**src/rtl/gcd_operand_feeder_if.sv**
```systemverilog
// Operand-in / pair-out handshake bundle for gcd_operand_feeder.
// slave = feeder side, master = producer/consumer side.
interface gcd_operand_feeder_if #(
   parameter int unsigned DEPTH = 4,
   parameter int unsigned W     = 16
);
   localparam int unsigned CW = $clog2(DEPTH) + 1;

   logic           io_in_valid;
   logic [W-1:0]   io_in_data;
   logic           io_in_ready;
   logic           io_out_valid;
   logic [2*W-1:0] io_out_data;
   logic           io_out_ready;
   logic [CW-1:0]  io_count;
   logic           io_dropped;

   modport slave (
      input  io_in_valid, io_in_data, io_out_ready,
      output io_in_ready, io_out_valid, io_out_data, io_count, io_dropped
   );

   modport master (
      output io_in_valid, io_in_data, io_out_ready,
      input  io_in_ready, io_out_valid, io_out_data, io_count, io_dropped
   );
endinterface

```
**src/rtl/gcd_operand_feeder.sv**
```systemverilog
// Pairs serial W-bit operands into {y,x} requests and buffers them in a DEPTH-entry FIFO.
// Optional GCD_FEEDER_ZERO_FILTER_EN: discard pairs with x==0, y!=0 and flag io_dropped.
module gcd_operand_feeder #(
   parameter int unsigned DEPTH = 4,
   parameter int unsigned W     = 16
) (
   input  logic                  clk,
   input  logic                  reset,
   gcd_operand_feeder_if.slave   io
);
   localparam int unsigned AW = $clog2(DEPTH);
   localparam int unsigned CW = AW + 1;

   typedef enum logic {PH_Y, PH_X} phase_e;

   phase_e         phase_q, phase_d;
   logic [W-1:0]   hold_q, hold_d;
   logic [AW-1:0]  wr_ptr_q, wr_ptr_d;
   logic [AW-1:0]  rd_ptr_q, rd_ptr_d;
   logic [CW-1:0]  count_q, count_d;
   logic [2*W-1:0] mem_q [DEPTH];

   logic discard, full, in_ready, accept, push, pop;

   always_comb begin
      discard = 1'b0;
`ifdef GCD_FEEDER_ZERO_FILTER_EN
      discard = (phase_q == PH_X) && (io.io_in_data == '0) && (hold_q != '0);
`endif
      full     = (count_q == CW'(DEPTH));
      // A discarded pair never occupies a slot, so it ignores FIFO space.
      in_ready = (phase_q == PH_Y) | ~full | io.io_out_ready | discard;
      accept   = io.io_in_valid & in_ready;
      pop      = (count_q != '0) & io.io_out_ready;
      push     = accept & (phase_q == PH_X) & ~discard;

      phase_d  = phase_q;
      hold_d   = hold_q;
      wr_ptr_d = wr_ptr_q;
      rd_ptr_d = rd_ptr_q;
      count_d  = count_q;

      if (accept) begin
         if (phase_q == PH_Y) begin
            hold_d  = io.io_in_data;
            phase_d = PH_X;
         end else begin
            phase_d = PH_Y;
         end
      end
      if (push) wr_ptr_d = wr_ptr_q + AW'(1);
      if (pop)  rd_ptr_d = rd_ptr_q + AW'(1);
      if (push && !pop)      count_d = count_q + CW'(1);
      else if (pop && !push) count_d = count_q - CW'(1);
   end

   always_ff @(posedge clk or posedge reset) begin
      if (reset) begin
         phase_q  <= PH_Y;
         hold_q   <= '0;
         wr_ptr_q <= '0;
         rd_ptr_q <= '0;
         count_q  <= '0;
      end else begin
         phase_q  <= phase_d;
         hold_q   <= hold_d;
         wr_ptr_q <= wr_ptr_d;
         rd_ptr_q <= rd_ptr_d;
         count_q  <= count_d;
      end
   end

   always_ff @(posedge clk) begin
      if (push) mem_q[wr_ptr_q] <= {hold_q, io.io_in_data};
   end

`ifdef GCD_FEEDER_ZERO_FILTER_EN
   logic dropped_q, dropped_d;

   always_comb dropped_d = dropped_q | (accept & discard);

   always_ff @(posedge clk or posedge reset) begin
      if (reset) dropped_q <= 1'b0;
      else       dropped_q <= dropped_d;
   end

   assign io.io_dropped = dropped_q;
`else
   assign io.io_dropped = 1'b0;
`endif

   assign io.io_in_ready  = in_ready;
   assign io.io_out_valid = (count_q != '0);
   assign io.io_out_data  = mem_q[rd_ptr_q];
   assign io.io_count     = count_q;
endmodule

```
**src/flat_wrapper.sv**
```systemverilog
// flat-port wrapper written by rule: the top's interface ports become plain ports
module gcd_operand_feeder_flat 
#(
   parameter int unsigned DEPTH = 4,
   parameter int unsigned W     = 16
)
  (clk, reset, io_io_in_valid, io_io_in_data, io_io_out_ready, io_io_in_ready, io_io_out_valid, io_io_out_data, io_io_count, io_io_dropped);
  gcd_operand_feeder_if #(.DEPTH(DEPTH), .W(W)) io_i ();
  input  logic clk;
  input  logic reset;
  input wire logic [$bits(io_i.io_in_valid)-1:0] io_io_in_valid;
  input wire logic [$bits(io_i.io_in_data)-1:0] io_io_in_data;
  input wire logic [$bits(io_i.io_out_ready)-1:0] io_io_out_ready;
  output wire logic [$bits(io_i.io_in_ready)-1:0] io_io_in_ready;
  output wire logic [$bits(io_i.io_out_valid)-1:0] io_io_out_valid;
  output wire logic [$bits(io_i.io_out_data)-1:0] io_io_out_data;
  output wire logic [$bits(io_i.io_count)-1:0] io_io_count;
  output wire logic [$bits(io_i.io_dropped)-1:0] io_io_dropped;
  assign io_i.io_in_valid = io_io_in_valid;
  assign io_i.io_in_data = io_io_in_data;
  assign io_i.io_out_ready = io_io_out_ready;
  assign io_io_in_ready = io_i.io_in_ready;
  assign io_io_out_valid = io_i.io_out_valid;
  assign io_io_out_data = io_i.io_out_data;
  assign io_io_count = io_i.io_count;
  assign io_io_dropped = io_i.io_dropped;
  gcd_operand_feeder #(.DEPTH(DEPTH), .W(W)) u_core (.clk(clk), .reset(reset), .io(io_i));
endmodule
```
**config.mk**
```make
export PLATFORM = sky130hd
export DESIGN_NAME = gcd_operand_feeder_flat
export DESIGN_NICKNAME = d
export VERILOG_FILES = /design/src/rtl/gcd_operand_feeder_if.sv /design/src/rtl/gcd_operand_feeder.sv /design/src/flat_wrapper.sv
export SDC_FILE = /design/constraint.sdc
export NUM_CORES = 1
export LEC_CHECK = 0
export ABC_CLOCK_PERIOD_IN_PS = 3050
export CORE_MARGIN = 4
export CORE_UTILIZATION = 56
export CTS_CLUSTER_DIAMETER = 150
export DETAILED_ROUTE_END_ITERATION = 10
export GPL_ROUTABILITY_DRIVEN = 0
export PLACE_DENSITY = 0.77
export SYNTH_ARGS = -nofsm -noshare
export SYNTH_HDL_FRONTEND = slang
export SYNTH_SLANG_ARGS = --single-unit
```
**constraint.sdc**
```tcl
create_clock -name clk -period 3.05 [get_ports clk]
set_input_delay 0.61 -clock clk [delete_from_list [all_inputs] [get_ports clk]]
set_output_delay 0.61 -clock clk [all_outputs]
set_load 0.05 [all_outputs]
```
==> results.ini <==
[routing]
vias=2556
via_per_inst=5.557
drt_iter0_drc=144
dr.pass1.iters=4
wl_per_cell_um=21.44
drt_wl_total_um=9863
drc=0
ant_nets=0

[layout]
areaGrowthSynthToFinish_pct=29.02
regArea_um2=4446
antennaDiodeCount=0
nNetsFinal=340
multi_input_area_um2=1155
fillers=581
fin_util=0.7461
drive_above_1_share=0.3853
stdcell_count=460

[grt]
antenna_found_initial=0
grt_max_degree=33
grt_use_total=0.1886
grt.overflow.total=0
grt_pass1_wl_um=15830
grt_pass1_vias=2765

[sta]
period_minus_slack_ns=2.803
clock_skew_ns=0.007475
fmax_mhz=356.8
worst_pin_slew_ns=0.8987
slew_headroom=0.4009
period_share=0.9189
finalSetupTns_ns=0
slew_violations=0
rsz0062_at_grt=no
setup_viol=0
final_hold_viol_count=0
fin_hold_ws_ns=0.3673

[synth]
syn-num-nets=272
yosysSeqAreaShare=0.7827
synth_seq_cells=152
yosysWarnings=0
yosysUniqueCellTypes=24
syn_inst=246
synth_area_um2=5678
post_synth.cell_area_avg_um2=23.08

[floorplanning]
start_util=0.5782
io_pins=58
core_area_um2=9819
placementRows=36
die_area_um2=11810
dieWidth_um=108.7
die_y_um=108.7

[critical_path]
r2r-start=u_core.io.io_count[0]
crit_type=flop to primary output
max_stage_delay_ns=0.72
reg2reg_slack_ns=0.77
crit_buf_inv=1
cp.arrival_ns=2.19
endpoint_kind=primary output
crit_slowest_cell=clkdlybuf4s50_1
critPathRequiredTime_ns=2.44
r2r_end=u_core.io.io_count[1]
path_cells=or3_2 -> clkdlybuf4s50_1
crit_fanout=5
critPathLaunch=u_core.io.io_count[0]
critical-path-top-delay-family=buffers and inverters
r2r_cells=6
start_kind=flop

[cts]
htree_levels=4
postCtsSetupBuffers=0
cts.sinks=152
root_buffer=clkbuf_8
cts_buffers=17
worstSkewPairLatency_ns=0.51
postCtsHoldBufs=0
cts_buffer_depth=2
ctsResizeCount=0
cts_tree=built
clkTransAtPathRegs_ns=0.06

[power_and_ir_drop]
power_frac_seq=0.352
p_sw_mw=2.956
swShare=0.3365
vdd_ir_drop_max_v=0.0006243
p_leak_nw=2.567
clkPwrFrac=0.240
finalPower_mw=8.785
powerDensity_nw_per_um2=1199
power.internal_mw=5.829
p_comb_frac=0.408

[flow_run]
cap_violations=0

[place]
detailed_place_hpwl_um=5499
numPortBuffers=56
dp.cells=428

[hold_path]
worst_hold_path_type=input port to asynchronous set/reset pin

[run_status]
status=finished clean

-- how the worst max path moves through the flow --
stage / end / slack (ns) / cells after the start
final: io_io_out_valid / 0.25 / 2
after global routing: io_io_out_data[11] / 0.13 / 3
after CTS: io_io_out_data[11] / 0.19 / 3
after detailed placement: u_core.io.io_count[1] / 0.18 / 7
after global placement: u_core.io.io_count[1] / 0.27 / 7
after floorplan: u_core.io.io_count[2] / 0.51 / 8
-- registers in the layout (all words and copies together), names as in the netlist --
name and cells:
u_core.mem_q 128, u_core.wr_ptr_q 2, u_core.io.io_count 3, u_core.phase_q 1, u_core.rd_ptr_q 2, u_core.hold_q 16
-- Yosys cell counts, drive strengths merged --
master,n,share of area
nor2,3,0.0020
mux4,32,0.13
or3,1,0.0013
conb,1,0.00066
mux2,18,0.036
inv,5,0.0033
buf,7,0.0077
dfrtp,24,0.11
clkbuf,5,0.0033
and2,4,0.0053
nor2b,1,0.0011
nand3,1,0.00088
fa,1,0.0035
xnor2,4,0.0062
edfxtp,128,0.68
or2,1,0.0011
nand2,1,0.00066
xor2,2,0.0031
ha,5,0.011
and3,1,0.0011
or4b,1,0.0018
-- power by group through the flow --
stage	Sequential [mW]	Combinational [mW]	Clock [mW]
global route	3.15	3.74	2.24
detailed placement	3.12	3.61	0
floorplan	3.04	2.06	0
global placement	3.08	3.58	0
finish	3.09	3.59	2.10
CTS	3.10	3.64	2.14
-- worst register-to-register path: cells and delay by family (launching register included) --
kind	cells	cell delay (ns)
fa+ha+maj	2	0.60
buf+inv	1	0.07
flops	1	0.45
mux	1	0.26
simple gates	2	0.79
-- area by class of cell --
class	instances	area share
Clock buffer	18	0.05705
Clock inverter	14	0.02477
Inverter	5	0.002562
Multi-Input combinational cell	77	0.1576
Sequential cell	152	0.6068
Tap cell	133	0.02272
Timing Repair Buffer	61	0.1284
-- through the flow --
step / worst slack [ns] / cell area (um^2)
4_1_cts: 0.1938 / 7326
5_1_grt: 0.1301 / 7326
2_1_floorplan: 0.5142 / 5678
3_5_place_dp: 0.1797 / 6726
3_3_place_gp: 0.2673 / 6726
6_report: 0.2474 / 7326
-- kinds of logic after synthesis --
family / after synthesis / share of synthesized area
XOR/XNOR: 6 / 0.009255
buffers and inverters: 17 / 0.01432
other: 1 / 0.0006605
adder cells (fa/ha/maj): 6 / 0.01454
AND/OR/NAND/NOR: 14 / 0.01521
flip-flops: 152 / 0.7827
multiplexers: 50 / 0.1633
-- routing by layer --
| metal | GRT usage | up-vias | share of wire |
|---|---|---|---|
| li1 | - | 1129 | - |
| met1 | 0.2544 | 1344 | 0.42 |
| met2 | 0.3063 | 70 | 0.52 |
| met3 | 0.04855 | 13 | 0.040 |
| met4 | 0.06132 | 0 | 0.013 |
| met5 | 0 | - | 0 |
-- cells in the final DEF (no fill, tap or decap), types with 4 or more instances in the layout --
master | Yosys | layout
mux2_2 | 17 | 17
buf_4 | 1 | 4
dfrtp_1 | 24 | 23
and2_2 | 4 | 4
mux4_2 | 32 | 32
inv_1 | 5 | 5
xnor2_1 | 4 | 4
edfxtp_1 | 128 | 128
clkinv_2 | 0 | 5
clkbuf_16 | 0 | 16
ha_1 | 5 | 5
clkdlybuf4s50_1 | 0 | 23
buf_12 | 0 | 34
bufinv_16 | 0 | 4
Note: power is estimated with default switching activity, not from simulation.
